### config.mk
export PLATFORM = sky130hd
export DESIGN_NAME = lsu_mem_ctrl
export DESIGN_NICKNAME = d
export VERILOG_FILES = /design/src/rtl/lsu_mem_ctrl.sv
export SDC_FILE = /design/constraint.sdc
export NUM_CORES = 1
export LEC_CHECK = 0
export BUFFER_PORTS_ARGS = -buffer_cell sky130_fd_sc_hd__buf_2
export CAP_MARGIN = 10
export CORE_MARGIN = 5
export CORE_UTILIZATION = 35
export CTS_CLUSTER_SIZE = 14
export DETAILED_ROUTE_END_ITERATION = 16
export GPL_TIMING_DRIVEN = 0
export PLACE_DENSITY = 0.73
export SLEW_MARGIN = 10
export SYNTH_ARGS = -nofsm -noshare
export SYNTH_HDL_FRONTEND = slang
export SYNTH_SLANG_ARGS = --single-unit
### constraint.sdc
create_clock -name clk -period 2.3 [get_ports clk]
set_clock_uncertainty 0.1 [all_clocks]
set_input_delay 0.23 -clock clk [delete_from_list [all_inputs] [get_ports clk]]
set_output_delay 0.23 -clock clk [all_outputs]
set_load 0.005 [all_outputs]
### src/rtl/lsu_mem_ctrl.sv
// Load/store unit: turns decoder mem strobes into a single-outstanding req/ack
// bus access with byte enables, stalls while pending, returns extended load data.
module lsu_mem_ctrl #(
  parameter int unsigned DATA_WIDTH = 32,
  parameter int unsigned ADDR_WIDTH = 32,
  parameter int unsigned TIMEOUT    = 64
) (
  input  logic                  clk,
  input  logic                  rst_n,
  input  logic                  mem_read,
  input  logic                  mem_write,
  input  logic [2:0]            func3,
  input  logic [ADDR_WIDTH-1:0] addr,
  input  logic [DATA_WIDTH-1:0] store_data,
  output logic                  bus_req,
  output logic                  bus_we,
  output logic [ADDR_WIDTH-1:0] bus_addr,
  output logic [DATA_WIDTH-1:0] bus_wdata,
  output logic [3:0]            bus_be,
  input  logic                  bus_ack,
  input  logic [DATA_WIDTH-1:0] bus_rdata,
  output logic                  stall,
  output logic [DATA_WIDTH-1:0] load_data,
  output logic                  load_valid,
  output logic                  misalign,
  output logic                  bus_err
);

  localparam int unsigned CNT_W = (TIMEOUT > 2) ? $clog2(TIMEOUT) : 1;

  typedef enum logic [1:0] {IDLE, BUSY, RESP} state_t;

  state_t                state_q, state_d;
  logic [CNT_W-1:0]      cnt_q, cnt_d;
  logic [2:0]            f3_q, f3_d;
  logic [1:0]            off_q, off_d;
  logic                  req_d, we_d, lv_d, mis_d, err_d;
  logic [ADDR_WIDTH-1:0] addr_d;
  logic [DATA_WIDTH-1:0] wdata_d, ld_d;
  logic [3:0]            be_d;
  logic                  stall_c;

  logic                  op, aligned;
  logic [3:0]            be_req;
  logic [DATA_WIDTH-1:0] wdata_req, ext;
  logic [7:0]            lane_b;
  logic [15:0]           lane_h;
  logic                  sgn;

  // Request decode: size from func3[1:0] (00 byte, 01 half, else word)
  always_comb begin
    op        = mem_read | mem_write;
    aligned   = 1'b1;
    be_req    = 4'b1111;
    wdata_req = store_data;
    case (func3[1:0])
      2'b00: begin
        be_req    = 4'b0001 << addr[1:0];
        wdata_req = {4{store_data[7:0]}};
      end
      2'b01: begin
        aligned   = ~addr[0];
        be_req    = addr[1] ? 4'b1100 : 4'b0011;
        wdata_req = {2{store_data[15:0]}};
      end
      default: aligned = (addr[1:0] == 2'b00);
    endcase
    if (mem_read) be_req = 4'b1111;
  end

  // Lane select and sign/zero extension of the returning read word
  always_comb begin
    sgn = ~f3_q[2];
    case (off_q)
      2'd0:    lane_b = bus_rdata[7:0];
      2'd1:    lane_b = bus_rdata[15:8];
      2'd2:    lane_b = bus_rdata[23:16];
      default: lane_b = bus_rdata[31:24];
    endcase
    lane_h = off_q[1] ? bus_rdata[31:16] : bus_rdata[15:0];
    case (f3_q[1:0])
      2'b00:   ext = {{(DATA_WIDTH-8){sgn & lane_b[7]}}, lane_b};
      2'b01:   ext = {{(DATA_WIDTH-16){sgn & lane_h[15]}}, lane_h};
      default: ext = bus_rdata;
    endcase
  end

  always_comb begin
    state_d = state_q;
    cnt_d   = cnt_q;
    f3_d    = f3_q;
    off_d   = off_q;
    req_d   = bus_req;
    we_d    = bus_we;
    addr_d  = bus_addr;
    be_d    = bus_be;
    wdata_d = bus_wdata;
    ld_d    = load_data;
    lv_d    = 1'b0;
    mis_d   = 1'b0;
    err_d   = 1'b0;
    stall_c = 1'b0;
    case (state_q)
      IDLE: begin
        stall_c = op & aligned;
        if (op && aligned) begin
          state_d = BUSY;
          cnt_d   = '0;
          f3_d    = func3;
          off_d   = addr[1:0];
          req_d   = 1'b1;
          we_d    = ~mem_read;
          addr_d  = {addr[ADDR_WIDTH-1:2], 2'b00};
          be_d    = be_req;
          wdata_d = wdata_req;
        end else if (op) begin
          mis_d = 1'b1;
        end
      end
      BUSY: begin
        stall_c = 1'b1;
        if (bus_ack) begin
          state_d = RESP;
          req_d   = 1'b0;
          if (!bus_we) begin
            ld_d = ext;
            lv_d = 1'b1;
          end
        end else if (cnt_q == CNT_W'(TIMEOUT - 1)) begin
          state_d = IDLE;
          req_d   = 1'b0;
          err_d   = 1'b1;
        end else begin
          cnt_d = cnt_q + CNT_W'(1);
        end
      end
      default: state_d = IDLE;
    endcase
  end

  // Stall must fall as soon as reset asserts, even with requests still driven
  assign stall = rst_n & stall_c;

  always_ff @(posedge clk or negedge rst_n) begin
    if (!rst_n) begin
      state_q    <= IDLE;
      cnt_q      <= '0;
      f3_q       <= '0;
      off_q      <= '0;
      bus_req    <= 1'b0;
      bus_we     <= 1'b0;
      bus_addr   <= '0;
      bus_be     <= '0;
      bus_wdata  <= '0;
      load_data  <= '0;
      load_valid <= 1'b0;
      misalign   <= 1'b0;
      bus_err    <= 1'b0;
    end else begin
      state_q    <= state_d;
      cnt_q      <= cnt_d;
      f3_q       <= f3_d;
      off_q      <= off_d;
      bus_req    <= req_d;
      bus_we     <= we_d;
      bus_addr   <= addr_d;
      bus_be     <= be_d;
      bus_wdata  <= wdata_d;
      load_data  <= ld_d;
      load_valid <= lv_d;
      misalign   <= mis_d;
      bus_err    <= err_d;
    end
  end

endmodule
==> results of run 1 <==
-- where the power goes --
| group | switching, W | total [W] | internal (W) |
|---|---|---|---|
| Clock | 0.000864 | 0.00251 | 0.00165 |
| Sequential | 0.000457 | 0.00333 | 0.00288 |
| Combinational | 0.00144 | 0.00293 | 0.00149 |
-- synthesized netlist by cell type, types with 2 or more instances --
cell type / count
o22a_1: 9
mux2_2: 43
o211ai_1: 2
o21ai_0: 41
and2b_1: 2
a21o_1: 8
nand2_1: 59
mux2i_1: 26
o21ai_2: 2
buf_2: 17
inv_1: 5
nor2_1: 34
a21oi_1: 28
o221ai_1: 6
buf_4: 3
nand3_1: 4
nand2b_1: 3
a211o_1: 6
dfrtp_1: 116
clkbuf_1: 10
a22o_1: 12
a21boi_0: 2
nor2b_1: 6
mux4_2: 2
xor2_1: 2
-- registers in the layout, summed over array words and instances (netlist names) --
signal and cells:
bus_wdata 32, load_data 32, bus_addr 30, cnt_q 6, bus_be 4, f3_q 3
off_q 2, state_q 2, bus_err 1, bus_req 1, bus_we 1, load_valid 1
misalign 1
-- worst max-delay path by stage --
stage | start | endpoint | slack, ps | depth (start not counted)
finish | state_q[0] | stall | 180 | 5
global route | state_q[0] | stall | 80 | 5
CTS | state_q[0] | stall | 160 | 5
detailed placement | state_q[0] | cnt_q[4] | 380 | 5
global placement | rst_n | stall | -810 | 3
floorplan | cnt_q[0] | cnt_q[5] | 570 | 5
-- area by class of cell --
class                   count  area (um2)
clock buffers              23         478
diodes                      1        2.50
inverters                   6        22.5
flip-flops and latches    116        2900
clock inverters             5        77.6
well taps                 184         230
repair buffers            265        1670
fillers                  1299        6890
multi-input cells         316        2160
plain buffers              31         156
-- routing by layer --
metal / vias to the layer above / routed length [um]
met5: - / 0
met4: 0 / 273
met3: 22 / 1260
met2: 181 / 8100
met1: 2288 / 6880
li1: 2225 / -
-- cells by family (layout without fill, tap and decap cells) --
family | Yosys count | count (layout) | share of synthesized area (%)
AND/OR/NAND/NOR | 116 | 116 | 9.83
multiplexers | 71 | 71 | 15.1
adder cells (fa/ha/maj) | 1 | 1 | 0.239
other | 1 | 3 | 0.0715
AO/OA/AOI/OAI | 124 | 124 | 15.7
flip-flops | 116 | 116 | 55.4
XOR/XNOR | 2 | 2 | 0.334
buffers and inverters | 37 | 330 | 3.41
-- stage by stage --
stage               setup slack (ps)  hold WS [ps]  TNS (ps)  cell area, um2
floorplan                        567          -166         0            5250
finish                           178          25.5         0            7700
detailed placement               376           122         0            6540
CTS                              161         0.432         0            7700
global route                    76.4          9.26         0            7700
global placement                -807           355    -74970            6500
-- worst min-delay path, cell delays in order --
cell and delay (ps):
buf_2 70, a21oi_1 50, o21ai_0 130
-- cells in the final DEF, fill, tap and decap left out, types with 8 or more instances in the layout --
master         count
buf_2            221
dfrtp_1          116
nand2_1           59
dlygate4sd3_1     58
mux2_2            43
o21ai_0           41
nor2_1            34
a21oi_1           28
mux2i_1           26
clkbuf_16         17
clkbuf_1          13
a22o_1            12
o22a_1             9
a21o_1             8
==> summary.md, run 1 <==
| Metric | Value |
|---|---|
| Reg2reg path depth | `5` |
| Number of synthesized flops with an enable pin | `0` |
| Most used cell, CP | `nor2_1` |
| Crit Path Class | `register to output pin` |
| Worst min-delay path endpoint | `bus_wdata[24]` |
| Fmax | `about 0.47 GHz` |
| Worst flop-to-flop path startpoint | `cnt_q[0]` |
| Hold Path Origin | `store_data[24]` |
| Pwr dens | `about 1100 nW/um2` |
| Worst hold path cell count | `3` |
| Met2 Use GR | `~31%` |
| Via/cell ratio | `~5` |
| Final Hold Fails | `0` |
| Initial Util | `a little over a third` |
| Cells after synthesis | `roughly 470` |
| Post-CTS resize count | `0` |
| RSZ-0062 raised after global routing | `no` |
| Crit path required time | `1970 ps` |
| Total Routed Length | `~17000 um` |
| Mapped Avg Cell Area | `roughly 11 um2` |
| Vias in the first global route | `5037` |
| CTS clk-pin slew, worst paths | `50 ps` |
| Endpoints failing setup | `0` |
| Max cap viols | `0` |
| Non-Filler Instances | `approximately 950` |
| Die Y-Extent | `roughly 130 um` |
| Crit path DAT | `~1800 ps` |
| HPWL Detailed | `approximately 12000 um` |
| Pwr Total | `between 0.008 and 0.009 W` |
| Yosys reg bits | `approximately 120` |
| Total GRT Usage | `19.3%` |
| Via count | `about 4700` |
| Largest net degree at the start of global routing | `64` |
| I/O Pins | `210` |
| Worst Max-Slew Pin Slew | `roughly 660 ps` |
| Clk Latency, worst-skew pair | `roughly 400 ps` |
| M1 GR Usage | `a little under a quarter` |
| Post-synth top flop | `dfrtp_1` |
| Synth top area share | `55.4%` |
| # placed instances | `roughly 860` |
| Wire length per cell | `~17 um` |
| Synth area leaders | `dfrtp_1 (55%), mux2_2 (9.2%), mux2i_1 (5.0%)` |
| Nets@finish | `~860` |
| CTS H-tree lvls | `4` |
| Die X-Extent | `about 130 um` |
| Status | `completed` |
| Slowest cell on crit path | `dfrtp_1` |
| Final period util | `approximately 90%` |
| Most Crowded Layer GR | `met2` |
| CTS max path bufs | `2` |
| First-pass GRT wire length | `between 20000 and 30000 um` |
| Initial antenna violation count | `0` |
| M3 GR Usage | `around 6.7%` |
| HP Class | `input port to register` |
| DR DRC count | `0` |
| Die ar. | `around 18000 um2` |
| Buffer and inverter count on the worst path | `1` |
| GPL Wtd Cong | `0.841` |
| Slew Limit Fails | `0` |
| R2R Setup Slk | `between 300 and 400 ps` |
| Yosys top cell by area | `dfrtp_1` |
| Post-synthesis sequential area ratio | `55.4%` |
| GRT overflow | `0` |
| First-pass detailed-route iteration total | `4` |
| Row count | `44` |
| Util after Layout | `a little over half` |
| P_leak | `approximately 3.8 nW` |
| Hold-fix buffers, CTS | `59` |
| Synth async-reset ratio | `100%` |
| Kind of end point of the critical path | `output pin` |
| Rel. slew slack | `between 50% and 60%` |
| Netlist cell types | `45` |
| Synth-to-layout area growth | `46.9%` |
| CTS tree | `done` |
| Crit-path cells | `nor2_1 -> o21ai_0 -> nor2_1 -> o211a_1 -> buf_2` |
| Setup repair bufs after CTS | `0` |
| Share of cells above drive strength 1 | `approximately two fifths` |
| CP delay by family, top | `simple AND/OR/NAND/NOR gates` |
| Final min period | `roughly 2100 ps` |
| # port buffers | `slightly above 200` |
| Post-route ant nets | `0` |
| Post-synthesis cell area | `between 5000 and 6000 um2` |
| Yosys warnings | `0` |
| DRT iter0 DRCs | `~290` |
| Clock Tree Root | `clkbuf_16` |
| Num CTS Buffers | `17` |
| Max Fanout on Critical Path | `6` |
| Num Clock Sinks | `roughly 120` |
| VDD IR max | `about 610 uV` |
| Kind of start point of the critical path | `register` |
| Reg-to-reg endpoint | `cnt_q[5]` |
| Core area | `14600 um2` |
| CP max stage delay | `460 ps` |
Note: power is estimated with default switching activity, not from simulation.
==> run 2, diff against run 1 <==
--- a/config.mk
+++ b/config.mk
@@ -13,7 +13,7 @@
 export DETAILED_ROUTE_END_ITERATION = 16
 export GPL_TIMING_DRIVEN = 0
 export PLACE_DENSITY = 0.73
-export SLEW_MARGIN = 10
+export RECOVER_POWER = 50
 export SYNTH_ARGS = -nofsm -noshare
 export SYNTH_HDL_FRONTEND = slang
 export SYNTH_SLANG_ARGS = --single-unit
==> summary.md, run 2 (same netlist as run 1, synthesis figures left out) <==
| Metric | Value |
|---|---|
| First-pass detailed-route iteration total | `4 (unchanged)` |
| Fin area | `7630 um2 (-0.88%)` |
| Endpoints failing setup | `0 (unchanged)` |
| Crit-path cells | `nor2_1 -> o21ai_0 -> nor2_1 -> o211a_1 -> buf_2` |
| CP max stage delay | `450 ps (about the same)` |
| Clk Latency, worst-skew pair | `400 ps (about the same)` |
| R2R Setup Slk | `370 ps (about the same)` |
| Max cap viols | `0 (unchanged)` |
| FILL cells | `1314 (+1.2%)` |
| Util after Layout | `52.3% (-0.46 points)` |
| Kind of end point of the critical path | `output pin` |
| Via count | `4741 (+0.53%)` |
| I/O Pins | `210 (unchanged)` |
| Reg2reg path depth | `5 (unchanged)` |
| Pre-CTS setup slack | `376 ps (unchanged)` |
| CTS clk-pin slew, worst paths | `50 ps (about the same)` |
| GRT overflow | `0 (unchanged)` |
| Post-DP Area | `6540 um2 (unchanged)` |
| Slew Limit Fails | `0 (unchanged)` |
| Die ar. | `17500 um2 (unchanged)` |
| DR DRC count | `0 (unchanged)` |
| DRT iter0 DRCs | `230 (-20%)` |
| First-pass GRT wire length | `27000 um (unchanged)` |
| Wire length per cell | `17.4 um (about the same)` |
| Hold Path Origin | `store_data[24]` |
| Reg-to-reg endpoint | `cnt_q[5]` |
| Core area | `14600 um2 (unchanged)` |
| Num Clock Sinks | `116 (unchanged)` |
| Multi-input gate area | `2160 um2 (unchanged)` |
| Crit Path Class | `register to output pin` |
| CTS H-tree lvls | `4 (unchanged)` |
| Final min period | `2120 ps (-1.44 ps)` |
| Final period util | `92.2% (about the same)` |
| Synth-to-layout area growth | `45.6%` |
| Die X-Extent | `132 um (unchanged)` |
| Worst hold path cell count | `3 (unchanged)` |
| CTS tree | `done` |
| Worst flop-to-flop path startpoint | `cnt_q[0]` |
| # port buffers | `205 (unchanged)` |
| Pwr Total | `0.00872 W (-0.63%)` |
| GPL Wtd Cong | `0.841 (unchanged)` |
| Setup repair bufs after CTS | `0 (unchanged)` |
| Via/cell ratio | `5.01 (+0.53%)` |
| Initial antenna violation count | `0 (unchanged)` |
| Slowest cell on crit path | `dfrtp_1` |
| Fmax | `0.472 GHz (about the same)` |
| Total Routed Length | `16500 um (about the same)` |
| Nets@finish | `858 (unchanged)` |
| VDD IR max | `608 uV (+0.25%)` |
| Most Crowded Layer GR | `met2` |
| Initial Util | `35.9% (unchanged)` |
| Worst min-delay path endpoint | `bus_wdata[24]` |
| Top flop regs | `bus_wdata (32), load_data (32), bus_addr (30)` |
| P_leak | `3.68 nW (-2.6%)` |
| Row count | `44 (unchanged)` |
| Total GRT Usage | `19.3% (unchanged)` |
| RSZ-0062 raised after global routing | `no` |
| Pwr dens | `1140 nW/um2 (+0.25%)` |
| Kind of start point of the critical path | `register` |
| Met2 Use GR | `31.3% (unchanged)` |
| Clock Tree Root | `clkbuf_16` |
| Leading cell type in the layout, fill and taps excluded | `buf_2` |
| M3 GR Usage | `6.68% (unchanged)` |
| Final Hold Fails | `0 (unchanged)` |
| Vias in the first global route | `5037 (unchanged)` |
| Worst Max-Slew Pin Slew | `1340 ps (+678 ps)` |
| Crit path required time | `1970 ps (about the same)` |
| Rel. slew slack | `10.7% (-45 points)` |
| Seq. cell area | `2900 um2 (unchanged)` |
| Status | `completed` |
| Num CTS Buffers | `17 (unchanged)` |
| HPWL Detailed | `11600 um (unchanged)` |
| Max Fanout on Critical Path | `6 (unchanged)` |
| Post-route setup slack | `180 ps (+1.44 ps)` |
| Largest net degree at the start of global routing | `64 (unchanged)` |
| CTS max path bufs | `2 (unchanged)` |
| Most frequent cells in the layout | `buf_2 (191), dfrtp_1 (116), nand2_1 (59)` |
| TNS Setup | `0 ps (unchanged)` |
| Crit path DAT | `1790 ps (about the same)` |
| HP Class | `input port to register` |
| M1 GR Usage | `23.8% (unchanged)` |
| Post-route ant nets | `0 (unchanged)` |
| Most used cell, CP | `nor2_1` |
| Die Y-Extent | `132 um (unchanged)` |
| Share of cells above drive strength 1 | `36.4% (-4.1 points)` |
==> run 2: cell count changes in the layout (fill, tap and decap cells not counted) <==
cell | previous run | this run
buf_16 | 2 | 1
buf_6 | 2 | 1
clkbuf_1 | 13 | 44
clkbuf_2 | 0 | 1
buf_2 | 221 | 191
==> run 2: timing repair <==
item                      in CTS  in global routing
hold endpoints to repair     111                  0
hold buffers                  59                  0
gates resized for setup        0                  0
==> run 2: per-layer routing <==
metal | share of wire, % | wire [um]
met1 | 41 | 6780
met2 | 49 | 8080
met3 | 8.2 | 1350
met4 | 1.8 | 294
met5 | 0 | 0
==> run 2: layout make-up <==
| class | count | area share [%] |
|---|---|---|
| Antenna cell | 1 | 0.0328 |
| Timing Repair Buffer | 265 | 21.0 |
| Tap cell | 184 | 3.02 |
| Inverter | 6 | 0.295 |
| Clock inverter | 5 | 1.02 |
| Buffer | 31 | 2.05 |
| Clock buffer | 23 | 6.26 |
| Multi-Input combinational cell | 316 | 28.4 |
| Sequential cell | 116 | 38.0 |
==> run 2: report_power, final <==
| part | internal, W | leakage (nW) | switching (W) |
|---|---|---|---|
| Combinational | 0.00143 | 2.02 | 0.00144 |
| Sequential | 0.00288 | 1.39 | 0.000464 |
| Clock | 0.00165 | 0.271 | 0.000865 |
==> run 2: how the worst max path moves through the flow <==
| stage | start | end | cells after the start |
|---|---|---|---|
| after detailed placement | state_q[0] | cnt_q[4] | 5 |
| after global routing | state_q[0] | stall | 5 |
| final | state_q[0] | stall | 5 |
| after global placement | rst_n | stall | 3 |
| after floorplan | cnt_q[0] | cnt_q[5] | 5 |
| after CTS | state_q[0] | stall | 5 |
==> run 2: through the flow <==
step / cells / hold WS (ps)
2_1_floorplan: 469 / -166
3_3_place_gp: 858 / 355
3_5_place_dp: 859 / 122
4_1_cts: 946 / 0.432
5_1_grt: 946 / 9.26
6_report: 947 / 22.2
==> run 2: worst max-delay path: cells and delay by family, from the launching register on <==
kind | cells | cell delay, ps
AND/OR/NAND/NOR | 2 | 490
buffers and inverters | 1 | 110
flip-flops | 1 | 450
AO/OA/AOI/OAI | 2 | 330
==> run 3, diff against run 2 <==
==> constraint.sdc (replaced) <==
create_clock -name clk -period 2.54 [get_ports clk]
set_clock_uncertainty 0.1 [all_clocks]
set_input_delay 0.254 -clock clk [delete_from_list [all_inputs] [get_ports clk]]
set_output_delay 0.254 -clock clk [all_outputs]
set_load 0.005 [all_outputs]
==> summary.md, run 3 (same netlist as run 1, synthesis figures left out) <==
| Metric | Value |
|---|---|
| Largest net degree at the start of global routing | `64 (unchanged)` |
| Initial antenna violation count | `0 (unchanged)` |
| Setup crit start | `rst_n` |
| HP Class | `input port to register` |
| Endpoints failing setup | `0 (unchanged)` |
| Slowest cell on crit path | `dlygate4sd3_1` |
| Worst flop-to-flop path startpoint | `cnt_q[0]` |
| Final period util | `about nine tenths` |
| Share of cells above drive strength 1 | `32.8% (-3.6 points)` |
| Kind of end point of the critical path | `output pin` |
| Core area | `14600 um2 (unchanged)` |
| Crit path required time | `2190 ps (+220 ps)` |
| Pre-CTS setup slack | `594 ps (+218 ps)` |
| Kind of start point of the critical path | `input port` |
| Post-route setup slack | `256 ps (+76.8 ps)` |
| Rel. slew slack | `56.1% (+45 points)` |
| Num CTS Buffers | `17 (unchanged)` |
| Max Fanout on Critical Path | `63 (+57)` |
| Crit Path Class | `input port to output pin` |
| DRT iter0 DRCs | `215 (-6.5%)` |
| Row count | `44 (unchanged)` |
| Die X-Extent | `132 um (unchanged)` |
| Pwr dens | `1050 nW/um2 (-8.1%)` |
| Max cap viols | `0 (unchanged)` |
| Setup crit end | `stall` |
| Post-route ant nets | `0 (unchanged)` |
| CTS tree | `done` |
| Fin area | `7460 um2 (-2.3%)` |
| First-pass GRT wire length | `26500 um (-1.9%)` |
| Wire length per cell | `17.5 um (+0.37%)` |
| TNS Setup | `0 ps (unchanged)` |
| GRT overflow | `0 (unchanged)` |
| CTS max path bufs | `2 (unchanged)` |
| GPL Wtd Cong | `0.841 (unchanged)` |
| Post-DP Area | `6540 um2 (unchanged)` |
| Vias in the first global route | `4924 (-2.2%)` |
| Leading cell type in the layout, fill and taps excluded | `buf_2` |
| FILL cells | `1362 (+3.7%)` |
| Die Y-Extent | `132 um (unchanged)` |
| Status | `completed` |
| Via count | `4659 (-1.7%)` |
| Crit path DAT | `1930 ps (+140 ps)` |
| HPWL Detailed | `11600 um (unchanged)` |
| CTS H-tree lvls | `4 (unchanged)` |
| Synth-to-layout area growth | `42.2%` |
| VDD IR max | `548 uV (-9.8%)` |
| Nets@finish | `843 (-1.7%)` |
| CP max stage delay | `540 ps (+90 ps)` |
| Reg-to-reg endpoint | `cnt_q[5]` |
| Clock Tree Root | `clkbuf_16` |
| Via/cell ratio | `5.00 (-0.15%)` |
| I/O Pins | `210 (unchanged)` |
| Fmax | `approximately 0.44 GHz` |
| CTS clk-pin slew, worst paths | `50 ps (about the same)` |
| Worst Max-Slew Pin Slew | `658 ps (-681 ps)` |
| Num Clock Sinks | `116 (unchanged)` |
| First-pass detailed-route iteration total | `4 (unchanged)` |
| Util after Layout | `51.1% (-1.2 points)` |
| Top flop regs | `bus_wdata (32), load_data (32), bus_addr (30)` |
| Most frequent cells in the layout | `buf_2 (159), dfrtp_1 (116), clkbuf_1 (75)` |
| Total GRT Usage | `18.9% (-0.33 points)` |
| Crit-path cells | `dlygate4sd3_1 -> buf_6 -> buf_16 -> o211a_1 -> buf_2` |
| Die ar. | `17500 um2 (unchanged)` |
| Total Routed Length | `16300 um (-1.2%)` |
| R2R Setup Slk | `610 ps (+240 ps)` |
| Final min period | `roughly 2300 ps` |
| Reg2reg path depth | `5 (unchanged)` |
| P_leak | `3.52 nW (-4.2%)` |
| # port buffers | `205 (unchanged)` |
| Slew Limit Fails | `0 (unchanged)` |
| Final Hold Fails | `0 (unchanged)` |
| RSZ-0062 raised after global routing | `no` |
| Clk Latency, worst-skew pair | `400 ps (about the same)` |
| Initial Util | `35.9% (unchanged)` |
| DR DRC count | `0 (unchanged)` |
-- run 3: cell count changes in the layout (fill, tap and decap cells not counted), sizes merged --
cell	change
clkbuf	+30
buf	-31
dlygate4sd3	-14
-- run 3: worst min-delay path by stage --
stage	from	to	slack (ps)	cells after the start
after floorplan	rst_n	bus_addr[10]	-140	0
after global placement	bus_be[3]	bus_be[3]	360	1
after detailed placement	rst_n	load_valid	150	1
after CTS	bus_rdata[26]	load_data[26]	1	3
after global routing	bus_rdata[25]	load_data[25]	10	3
final	bus_rdata[29]	load_data[29]	30	3
-- run 3: what timing repair did --
item / in CTS / in global routing
buffers inserted: 0 / 0
hold buffers: 44 / 0
resized for setup: 0 / 0
endpoints found under the hold margin: 97 / 0
-- run 3: area by class of cell --
cell class	instances	area (um2)	share of cell area, %
Tap cell	184	230	3.09
Multi-Input combinational cell	316	2160	29.0
Clock buffer	23	478	6.41
Buffer	31	156	2.10
Inverter	6	22.5	0.302
Timing Repair Buffer	250	1420	19.1
Antenna cell	1	2.50	0.0336
Clock inverter	5	77.6	1.04
Sequential cell	116	2900	38.9
-- run 3: report_power, final --
part | switching (W) | leakage [nW] | internal (W) | total [W]
sequential | 0.000427 | 1.39 | 0.00261 | 0.00303
clock | 0.000784 | 0.271 | 0.00149 | 0.00228
combinational | 0.00130 | 1.86 | 0.00122 | 0.00252
total | 0.00251 | 3.52 | 0.00533 | 0.00783
-- run 3: layer usage --
layer  track usage, %  routed length [um]
met5                0                   0
met4             7.07                 320
met3             6.72                1300
met1             23.4                6830
met2             30.4                7850
-- run 3: worst max-delay path: cells and delay by family --
family                 cells  cell delay, ps
AOI/OAI and AO/OA          1             210
buffers and inverters      4            1400
-- run 3: metrics by stage --
stage / total power, W / cells / hold WS, ps
detailed placement: 0.00564 / 859 / 146
floorplan: 0.00436 / 469 / -142
global route: 0.00837 / 931 / 12.7
global placement: 0.00556 / 858 / 355
CTS: 0.00802 / 931 / 1.50
finish: 0.00783 / 932 / 31.0
